===== src/rtl/kamacore_fetch_unit_pkg.sv =====
// Shared kamacore definitions: datapath widths, fetch FSM states and the
// branch-target helper used by the fetch unit.
package kamacore_fetch_unit_pkg;

  localparam int CPU_WIDTH  = 32;
  localparam int ADDR_WIDTH = 32;

  typedef enum logic [1:0] {
    ST_IDLE = 2'd0,
    ST_REQ  = 2'd1,
    ST_WAIT = 2'd2,
    ST_HOLD = 2'd3
  } fetch_state_t;

  // Wrapping sum of branch PC and offset, forced to word alignment.
  function automatic logic [ADDR_WIDTH-1:0] calc_target(
    input logic [ADDR_WIDTH-1:0] base,
    input logic [ADDR_WIDTH-1:0] offset
  );
    logic [ADDR_WIDTH-1:0] sum;
    sum = base + offset;
    return {sum[ADDR_WIDTH-1:2], 2'b00};
  endfunction

endpackage


===== src/rtl/kamacore_fetch_unit_if.sv =====
// Instruction-memory request/response and decode handshake bundle between
// the fetch unit (master) and its memory/decode neighbours (slave).
interface kamacore_fetch_unit_if;
  import kamacore_fetch_unit_pkg::*;

  logic                  mem_req_valid;
  logic                  mem_req_ready;
  logic [ADDR_WIDTH-1:0] mem_req_addr;
  logic                  mem_rsp_valid;
  logic [CPU_WIDTH-1:0]  mem_rsp_data;
  logic                  inst_valid;
  logic                  inst_ready;
  logic [CPU_WIDTH-1:0]  inst_data;
  logic [ADDR_WIDTH-1:0] inst_pc;

  modport master (
    output mem_req_valid, mem_req_addr, inst_valid, inst_data, inst_pc,
    input  mem_req_ready, mem_rsp_valid, mem_rsp_data, inst_ready
  );

  modport slave (
    input  mem_req_valid, mem_req_addr, inst_valid, inst_data, inst_pc,
    output mem_req_ready, mem_rsp_valid, mem_rsp_data, inst_ready
  );

endinterface


===== src/rtl/kamacore_fetch_unit.sv =====
// Single-outstanding instruction fetcher with a one-entry decode buffer and
// taken-branch redirect that squashes any in-flight response.
module kamacore_fetch_unit
  import kamacore_fetch_unit_pkg::*;
#(
  parameter logic [ADDR_WIDTH-1:0] RESET_ADDR = '0
) (
  input  logic                   clk,
  input  logic                   rst_n,
  input  logic                   branch_valid,
  input  logic [ADDR_WIDTH-1:0]  branch_pc,
  input  logic [ADDR_WIDTH-1:0]  branch_offset,
  kamacore_fetch_unit_if.master  bus
);

  fetch_state_t          state, state_next;
  logic [ADDR_WIDTH-1:0] pc, pc_next;
  logic                  discard, discard_next;
  logic                  capture;
  logic [CPU_WIDTH-1:0]  inst_data;
  logic [ADDR_WIDTH-1:0] inst_pc;
  logic [ADDR_WIDTH-1:0] target;

  assign target = calc_target(branch_pc, branch_offset);

  always_ff @(posedge clk) begin
    if (!rst_n) begin
      state     <= ST_IDLE;
      pc        <= RESET_ADDR;
      discard   <= 1'b0;
      inst_data <= '0;
      inst_pc   <= '0;
    end else begin
      state   <= state_next;
      pc      <= pc_next;
      discard <= discard_next;
      if (capture) begin
        inst_data <= bus.mem_rsp_data;
        inst_pc   <= pc;
      end
    end
  end

  always_comb begin
    state_next   = state;
    pc_next      = pc;
    discard_next = discard;
    capture      = 1'b0;
    unique case (state)
      ST_IDLE: state_next = ST_REQ;
      ST_REQ: begin
        if (branch_valid) pc_next = target;
        if (bus.mem_req_ready) begin
          state_next = ST_WAIT;
          // The request just accepted used the old pc, so its data is stale.
          if (branch_valid) discard_next = 1'b1;
        end
      end
      ST_WAIT: begin
        if (branch_valid) begin
          pc_next = target;
          if (bus.mem_rsp_valid) begin
            discard_next = 1'b0;
            state_next   = ST_REQ;
          end else begin
            discard_next = 1'b1;
          end
        end else if (bus.mem_rsp_valid) begin
          if (discard) begin
            discard_next = 1'b0;
            state_next   = ST_REQ;
          end else begin
            capture    = 1'b1;
            pc_next    = pc + ADDR_WIDTH'(4);
            state_next = ST_HOLD;
          end
        end
      end
      ST_HOLD: begin
        // Redirect wins over delivery: the buffered word is on the wrong path.
        if (branch_valid) begin
          pc_next    = target;
          state_next = ST_REQ;
        end else if (bus.inst_ready) begin
          state_next = ST_REQ;
        end
      end
      default: state_next = ST_IDLE;
    endcase
  end

  always_comb begin
    bus.mem_req_valid = (state == ST_REQ);
    bus.mem_req_addr  = pc;
    bus.inst_valid    = (state == ST_HOLD);
    bus.inst_data     = inst_data;
    bus.inst_pc       = inst_pc;
  end

endmodule


===== src/flat_wrapper.sv =====
// flat-port wrapper written by rule: the top's interface ports become plain ports
module kamacore_fetch_unit_flat import kamacore_fetch_unit_pkg::*;
#(
  parameter logic [ADDR_WIDTH-1:0] RESET_ADDR = '0
)
  (clk, rst_n, branch_valid, branch_pc, branch_offset, bus_mem_req_valid, bus_mem_req_addr, bus_inst_valid, bus_inst_data, bus_inst_pc, bus_mem_req_ready, bus_mem_rsp_valid, bus_mem_rsp_data, bus_inst_ready);
  kamacore_fetch_unit_if bus_i ();
  input  logic clk;
  input  logic rst_n;
  input  logic branch_valid;
  input  logic [ADDR_WIDTH-1:0] branch_pc;
  input  logic [ADDR_WIDTH-1:0] branch_offset;
  output wire logic [$bits(bus_i.mem_req_valid)-1:0] bus_mem_req_valid;
  output wire logic [$bits(bus_i.mem_req_addr)-1:0] bus_mem_req_addr;
  output wire logic [$bits(bus_i.inst_valid)-1:0] bus_inst_valid;
  output wire logic [$bits(bus_i.inst_data)-1:0] bus_inst_data;
  output wire logic [$bits(bus_i.inst_pc)-1:0] bus_inst_pc;
  input wire logic [$bits(bus_i.mem_req_ready)-1:0] bus_mem_req_ready;
  input wire logic [$bits(bus_i.mem_rsp_valid)-1:0] bus_mem_rsp_valid;
  input wire logic [$bits(bus_i.mem_rsp_data)-1:0] bus_mem_rsp_data;
  input wire logic [$bits(bus_i.inst_ready)-1:0] bus_inst_ready;
  assign bus_mem_req_valid = bus_i.mem_req_valid;
  assign bus_mem_req_addr = bus_i.mem_req_addr;
  assign bus_inst_valid = bus_i.inst_valid;
  assign bus_inst_data = bus_i.inst_data;
  assign bus_inst_pc = bus_i.inst_pc;
  assign bus_i.mem_req_ready = bus_mem_req_ready;
  assign bus_i.mem_rsp_valid = bus_mem_rsp_valid;
  assign bus_i.mem_rsp_data = bus_mem_rsp_data;
  assign bus_i.inst_ready = bus_inst_ready;
  kamacore_fetch_unit #(.RESET_ADDR(RESET_ADDR)) u_core (.clk(clk), .rst_n(rst_n), .branch_valid(branch_valid), .branch_pc(branch_pc), .branch_offset(branch_offset), .bus(bus_i));
endmodule

===== config.mk =====
export PLATFORM = sky130hd
export DESIGN_NAME = kamacore_fetch_unit_flat
export DESIGN_NICKNAME = d
export VERILOG_FILES = /design/src/rtl/kamacore_fetch_unit_pkg.sv /design/src/rtl/kamacore_fetch_unit_if.sv /design/src/rtl/kamacore_fetch_unit.sv /design/src/flat_wrapper.sv
export SDC_FILE = /design/constraint.sdc
export NUM_CORES = 1
export LEC_CHECK = 0
export CORE_UTILIZATION = 40
export CTS_BUF_LIST = sky130_fd_sc_hd__clkbuf_8
export DETAILED_ROUTE_END_ITERATION = 7
export GPL_ROUTABILITY_DRIVEN = 0
export HOLD_SLACK_MARGIN = 0.08
export MAX_ROUTING_LAYER = met4
export PLACE_DENSITY = 0.71
export REMOVE_ABC_BUFFERS = 1
export SLEW_MARGIN = 10
export SYNTH_ARGS = -nofsm -noshare
export SYNTH_HDL_FRONTEND = slang
export SYNTH_SLANG_ARGS = --single-unit

===== constraint.sdc =====
create_clock -name clk -period 6.6 [get_ports clk]
set_clock_uncertainty 0.2 [all_clocks]
set_input_delay 1.32 -clock clk [delete_from_list [all_inputs] [get_ports clk]]
set_output_delay 1.32 -clock clk [all_outputs]
set_load 0.005 [all_outputs]

==> results of run 1 <==
## cells in the mapped netlist (2+ instances only)
| cell | instances |
|---|---|
| and2_1 | 9 |
| ha_1 | 36 |
| a221oi_2 | 2 |
| buf_4 | 4 |
| or2_2 | 3 |
| o221ai_1 | 11 |
| o31ai_1 | 2 |
| or3_1 | 3 |
| a21o_1 | 8 |
| dfxtp_1 | 95 |
| a221oi_1 | 3 |
| nor2_1 | 34 |
| a21boi_0 | 63 |
| o21a_1 | 7 |
| a211oi_1 | 6 |
| clkbuf_1 | 41 |
| o21ai_0 | 36 |
| nand4_1 | 4 |
| nor3_1 | 12 |
| and3_1 | 8 |
| xnor2_1 | 13 |
| o211ai_1 | 8 |
| xor2_1 | 13 |
| nor3b_1 | 4 |
| nand2_1 | 176 |
| a21oi_1 | 61 |
| a31oi_1 | 7 |
| inv_1 | 12 |
| nor2b_1 | 5 |
| nand3_1 | 23 |
| o211a_1 | 2 |
## final timing paths
kind / endpoint / slack, ps / cells past startpoint
min: u_core.bus.inst_pc[6]$_SDFFE_PN0P_ / 270 / 2
max reg2reg: u_core.bus.mem_req_addr[31]$_SDFFE_PN0P_ / 3800 / 9
min reg2reg: u_core.bus.inst_pc[6]$_SDFFE_PN0P_ / 270 / 2
max: u_core.bus.mem_req_addr[27]$_SDFFE_PN0P_ / 2600 / 11
## worst max-delay path: stages
cell and delay (ps):
clkdlybuf4s50_1 430, ha_1 330, a311oi_2 240, o21bai_2 130, a41oi_2 250, a31oi_1 210, o31a_2 420, a221oi_2 260
xor2_1 200, o221ai_1 130, and2_1 170
## power by group
| part | total, mW | internal [mW] | leakage [nW] | switching, mW |
|---|---|---|---|---|
| logic | 0.440 | 0.228 | 1.97 | 0.212 |
| registers | 0.657 | 0.607 | 0.770 | 0.0500 |
| clock network | 0.487 | 0.265 | 0.124 | 0.222 |
| total | 1.58 | 1.10 | 2.87 | 0.484 |
## registers in the layout, summed over array words and instances (netlist names)
register	flops
u_core.state	2
u_core.bus.inst_data	32
u_core.bus.mem_req_addr	30
u_core.discard	1
u_core.bus.inst_pc	30
## routing by layer
layer,GRT usage [%],up-vias
met5,-,-
met4,7.10,0
met3,3.71,18
met2,33.4,179
met1,29.9,2527
li1,-,2921
## placed cells by master, fill, tap and decap left out, drive strengths merged, types with 9 or more instances in the layout
| cell | count |
|---|---|
| clkbuf | 10 |
| a21oi | 62 |
| o21ai | 37 |
| xnor2 | 13 |
| a21boi | 63 |
| and2 | 9 |
| ha | 36 |
| inv | 14 |
| clkdlybuf4s50 | 194 |
| nand2 | 176 |
| nor3 | 12 |
| nor2 | 34 |
| xor2 | 13 |
| o221ai | 11 |
| nand3 | 23 |
| dfxtp | 95 |
## metrics by stage
step	utilization, %	instances	hold WS [ps]
finish	57.6	1092	265
global route	57.6	1092	291
CTS	57.6	1092	271
detailed placement	55.8	1076	257
global placement	55.8	1076	250
floorplan	-	694	260
## layout make-up
cell class | instances | area (um2)
well taps | 180 | 225
clock inverters | 6 | 115
fillers | 1304 | 5860
inverters | 12 | 45.0
flip-flops and latches | 95 | 1900
repair buffers | 202 | 2000
multi-input cells | 587 | 3540
clock buffers | 10 | 138
## logic make-up (layout without fill, tap and decap cells)
| group | Yosys count | in the layout | synth area share, % |
|---|---|---|---|
| AO/OA/AOI/OAI | 234 | 234 | 28.1 |
| XOR/XNOR | 26 | 26 | 4.03 |
| adder cells (fa/ha/maj) | 36 | 36 | 7.97 |
| buffers and inverters | 58 | 230 | 4.14 |
| flip-flops | 95 | 95 | 33.6 |
| multiplexers | 1 | 1 | 0.199 |
| other | 1 | 4 | 0.0663 |
| AND/OR/NAND/NOR | 286 | 286 | 21.8 |
==> summary.md, run 1 <==
| Metric | Value |
|---|---|
| Crit path from | `branch_pc[1]` |
| Hold Crit Start | `u_core.bus.inst_pc[6]$_SDFFE_PN0P_` |
| Placed cell areas | `just under 0.008 mm2` |
| Worst Hold Class | `flip-flop to flip-flop` |
| Row cnt | `43` |
| Clock slew at reported path FFs | `roughly 100 ps` |
| Post-route ant nets | `0` |
| # DRC | `0` |
| Post-Syn Area | `between 0.005 and 0.006 mm2` |
| TritonRoute pass-1 iters | `5` |
| Syn avg cell area | `7.67 um2` |
| Detail Placement HPWL | `approximately 11 mm` |
| Yosys reg bits | `95` |
| Final wirelength | `~16 mm` |
| Total track usage | `roughly 22%` |
| Post-CTS setup buffer count | `0` |
| EDFF count, synth | `0` |
| Cell taking the most area after synthesis | `dfxtp_1` |
| DR top layer | `met4` |
| First-pass GRT wire length | `approximately 25 mm` |
| Final setup TNS | `0 ps` |
| Crit path DAT | `4090 ps` |
| FF-to-FF Start | `u_core.state[1]$_SDFFE_PN0P_` |
| Yosys warns | `0` |
| Die Wd | `about 120 um` |
| Maximum root-to-sink buffer count | `2` |
| Fin. Hold Viols | `0` |
| Asr flop ratio synth | `0%` |
| WP data required | `around 6700 ps` |
| Full die area | `0.0146 mm2` |
| Pwr Total | `1.58 mW` |
| DR iter-0 viols | `between 400 and 500` |
| Total number of vias | `around 5,600` |
| Pwr Density | `roughly 200 mW/mm2` |
| Final Cycle Share | `between 60 and 70%` |
| DR WL met3 | `919 um` |
| Count of cell types in the netlist | `57` |
| Initial antenna violation count | `0` |
| Initial Util | `40.9%` |
| CTS tree | `yes` |
| WL met1 | `7.45 mm` |
| CTS Root Cell | `clkbuf_8` |
| Number of global-route vias before repair | `~5,000` |
| Number of max-cap violations | `0` |
| CP Max Fanout | `3` |
| Top-area cell type share of the netlist area | `between 30% and 40%` |
| Fmax | `about 250 MHz` |
| Final worst path period need | `4000 ps` |
| Ys flop type | `dfxtp_1` |
| Vias per inst | `5.17` |
| Final Setup Violations | `0` |
| RSZ-0062 raised after global routing | `false` |
| Clock latency on the worst-skew pair | `between 300 and 400 ps` |
| Routed length per instance | `approximately 14 um` |
| Peak VDD IR | `89.2 uV` |
| Final instance area | `between 0.007 and 0.008 mm2` |
| Slew headroom | `between 40% and 50%` |
| Worst setup path class | `input pin to flip-flop` |
| Core ar. | `roughly 0.014 mm2` |
| Cts bufs inserted | `9` |
| Max-slew violation count | `0` |
| Sink Count | `95` |
| Met2 WL | `around 7 mm` |
| Htree depth | `3` |
| Post-layout nets | `1,045` |
| Pre-CTS setup slack | `2200 ps` |
| # IOs | `200` |
| Global route overflow | `0` |
| Worst-Margin Slew | `~800 ps` |
| Die Height | `121 um` |
| Setup WS post-layout | `between 2000 and 3000 ps` |
| Post-synthesis cell count | `between 700 and 800` |
| Status | `finished clean` |
| Synth top area cells | `dfxtp_1 34%, nand2_1 12%, a21boi_0 8.4%` |
| Largest net degree at the start of global routing | `63` |
| Sequential share of the synthesized area | `between 30% and 40%` |
| Layout area overhead | `40.8%` |
| PostCTS Resize Cnt | `0` |
| Crit start category | `input pin` |
| PortBufs | `a little under 200` |
| Leak pwr | `approximately 2.9 nW` |
| Crit end category | `flip-flop` |
| Hold_buf cts | `0` |
| Layout cells sized above 1 | `under 10%` |
| Antenna cells | `0` |
(Power assumes the default switching activity.)
==> run 2, diff against run 1 <==
clock period = 4.1 ns   (was 6.6 ns; I/O delays follow)
==> run 2 against run 1 <==
Setup slack worse by 2000 ps. Largest power group unchanged. Highest routed layer unchanged. Utilization rose by 0.054 points. Critical endpoint unchanged. Critical path depth unchanged. Via count up 1.4%.
==> summary.md, run 2 (synthesis results as in run 1) <==
| Metric | Value |
|---|---|
| Hold_buf cts | `0 (unchanged)` |
| Fin util | `57.6% (about the same)` |
| Status | `finished clean (unchanged)` |
| Sink Count | `95 (unchanged)` |
| DR iter-0 viols | `506 (was 468)` |
| Worst Hold Class | `flip-flop to flip-flop (unchanged)` |
| Pwr Density | `309 mW/mm2 (was 199 mW/mm2)` |
| Clock latency on the worst-skew pair | `360 ps (was 380 ps)` |
| Final worst path period need | `3480 ps` |
| Crit path DAT | `3550 ps (was 4090 ps)` |
| Max reg flops | `32 (unchanged)` |
| Cts bufs inserted | `9 (unchanged)` |
| Min Hold Slack | `265 ps (about the same)` |
| Htree depth | `3 (unchanged)` |
| Final setup TNS | `0 ps (unchanged)` |
| Leak pwr | `2.87 nW (about the same)` |
| Total number of vias | `5,726 (was 5,645)` |
| Total track usage | `21.9% (was 22.1%)` |
| PortBufs | `195 (unchanged)` |
| WP data required | `4170 ps (was 6690 ps)` |
| Slew headroom | `46.7% (was 46.4%)` |
| Crit end category | `flip-flop (unchanged)` |
| Layout area overhead | `41.0% (was 40.8%)` |
| Full die area | `0.0146 mm2 (unchanged)` |
| Die Height | `121 um (unchanged)` |
| Worst-Margin Slew | `799 ps (was 804 ps)` |
| Initial antenna violation count | `0 (unchanged)` |
| Number of max-cap violations | `0 (unchanged)` |
| PostCTS Resize Cnt | `0 (unchanged)` |
| First-pass GRT wire length | `25.3 mm (was 25.4 mm)` |
| Number of global-route vias before repair | `4,997 (was 5,030)` |
| Initial Util | `40.9% (unchanged)` |
| Clock slew at reported path FFs | `100 ps (about the same)` |
| # DRC | `0 (unchanged)` |
| Final wirelength | `15.7 mm (was 15.6 mm)` |
| Most flops, register | `u_core.bus.inst_data (unchanged)` |
| Crit start category | `input pin (unchanged)` |
| Max-slew violation count | `0 (unchanged)` |
| Worst setup path class | `input pin to flip-flop (unchanged)` |
| Core ar. | `0.0138 mm2 (unchanged)` |
| Final Cycle Share | `approximately 85%` |
| Final Setup Violations | `0 (unchanged)` |
| Setup WS post-layout | `622 ps (was 2600 ps)` |
| Vias per inst | `5.23 (was 5.17)` |
| Fmax | `about 290 MHz` |
| Antenna cells | `0 (unchanged)` |
| Die Wd | `121 um (unchanged)` |
| Largest net degree at the start of global routing | `63 (unchanged)` |
| RSZ-0062 raised after global routing | `false (unchanged)` |
| Routed length per instance | `14.3 um (about the same)` |
| CP Max Fanout | `3 (unchanged)` |
| Post-CTS setup buffer count | `0 (unchanged)` |
| Maximum root-to-sink buffer count | `2 (unchanged)` |
| Detail Placement HPWL | `11.5 mm (was 11.3 mm)` |
| Layout cells sized above 1 | `4.92% (was 4.82%)` |
| TritonRoute pass-1 iters | `5 (unchanged)` |
| Post-layout nets | `1,047 (was 1,045)` |
| Fin. Hold Viols | `0 (unchanged)` |
| Peak VDD IR | `141 uV (was 89.2 uV)` |
| Row cnt | `43 (unchanged)` |
| Commonest non-fill, non-tap cell in the layout | `clkdlybuf4s50_1 (unchanged)` |
| Global route overflow | `0 (unchanged)` |
| Hold depth | `2 (unchanged)` |
| Pre-CTS setup slack | `231 ps (was 2200 ps)` |
| Worst r2r path cells | `10 (was 9)` |
| # IOs | `200 (unchanged)` |
| Post-route ant nets | `0 (unchanged)` |
| CTS Root Cell | `clkbuf_8 (unchanged)` |
| Commonest non-fill, non-tap cells in the layout | `194 x clkdlybuf4s50_1, 175 x nand2_1, 95 x dfxtp_1 (unchanged)` |
| CTS tree | `yes (unchanged)` |
[run 2: per-layer routing]
layer	track usage, %	vias to the layer above	wire (um)
met5	-	-	0
met4	6.40	0	256
met3	3.01	18	805
met2	33.1	173	7080
met1	30.3	2602	7540
li1	-	2933	-
[run 2: where the power goes]
part	internal (mW)	leakage, nW	total (mW)	switching [mW]
sequential	0.976	0.770	1.06	0.0806
clock	0.346	0.113	0.688	0.342
combinational	0.372	1.99	0.716	0.343
[run 2: worst paths after layout]
kind	start	end	slack (ps)
setup / recovery	branch_pc[1]	u_core.bus.mem_req_addr[27]$_SDFFE_PN0P_	620
hold / removal	u_core.bus.inst_data[27]$_SDFFE_PN0P_	u_core.bus.inst_data[27]$_SDFFE_PN0P_	260
setup reg to reg	u_core.bus.mem_req_addr[2]$_SDFFE_PN0P_	u_core.bus.mem_req_addr[22]$_SDFFE_PN0P_	1420
hold reg to reg	u_core.bus.inst_data[27]$_SDFFE_PN0P_	u_core.bus.inst_data[27]$_SDFFE_PN0P_	260
[run 2: worst max-delay path, cell delays in order]
cell,delay [ps]
clkdlybuf4s50_1,400
ha_1,320
a311oi_2,240
o21bai_2,130
a41oi_2,250
a31oi_1,220
o31a_2,430
a221oi_2,270
xor2_1,180
o221ai_1,130
and2_1,160
[run 2: per-stage QoR]
step                      instance area [um2]  power (mW)  cells
final                                    7970        2.46   1094
after global routing                     7970        2.60   1094
after floorplan                          5480        1.43    694
after global placement                   7750        1.79   1078
after CTS                                7970        2.48   1094
after detailed placement                 7750        1.79   1078
[run 2: final cells by class]
type / count / area, um2
Timing Repair Buffer: 204 / 2040
Inverter: 12 / 45.0
Tap cell: 180 / 225
Multi-Input combinational cell: 587 / 3540
Clock buffer: 9 / 124
Clock inverter: 7 / 96.3
Sequential cell: 95 / 1900
Fill cell: 1306 / 5860
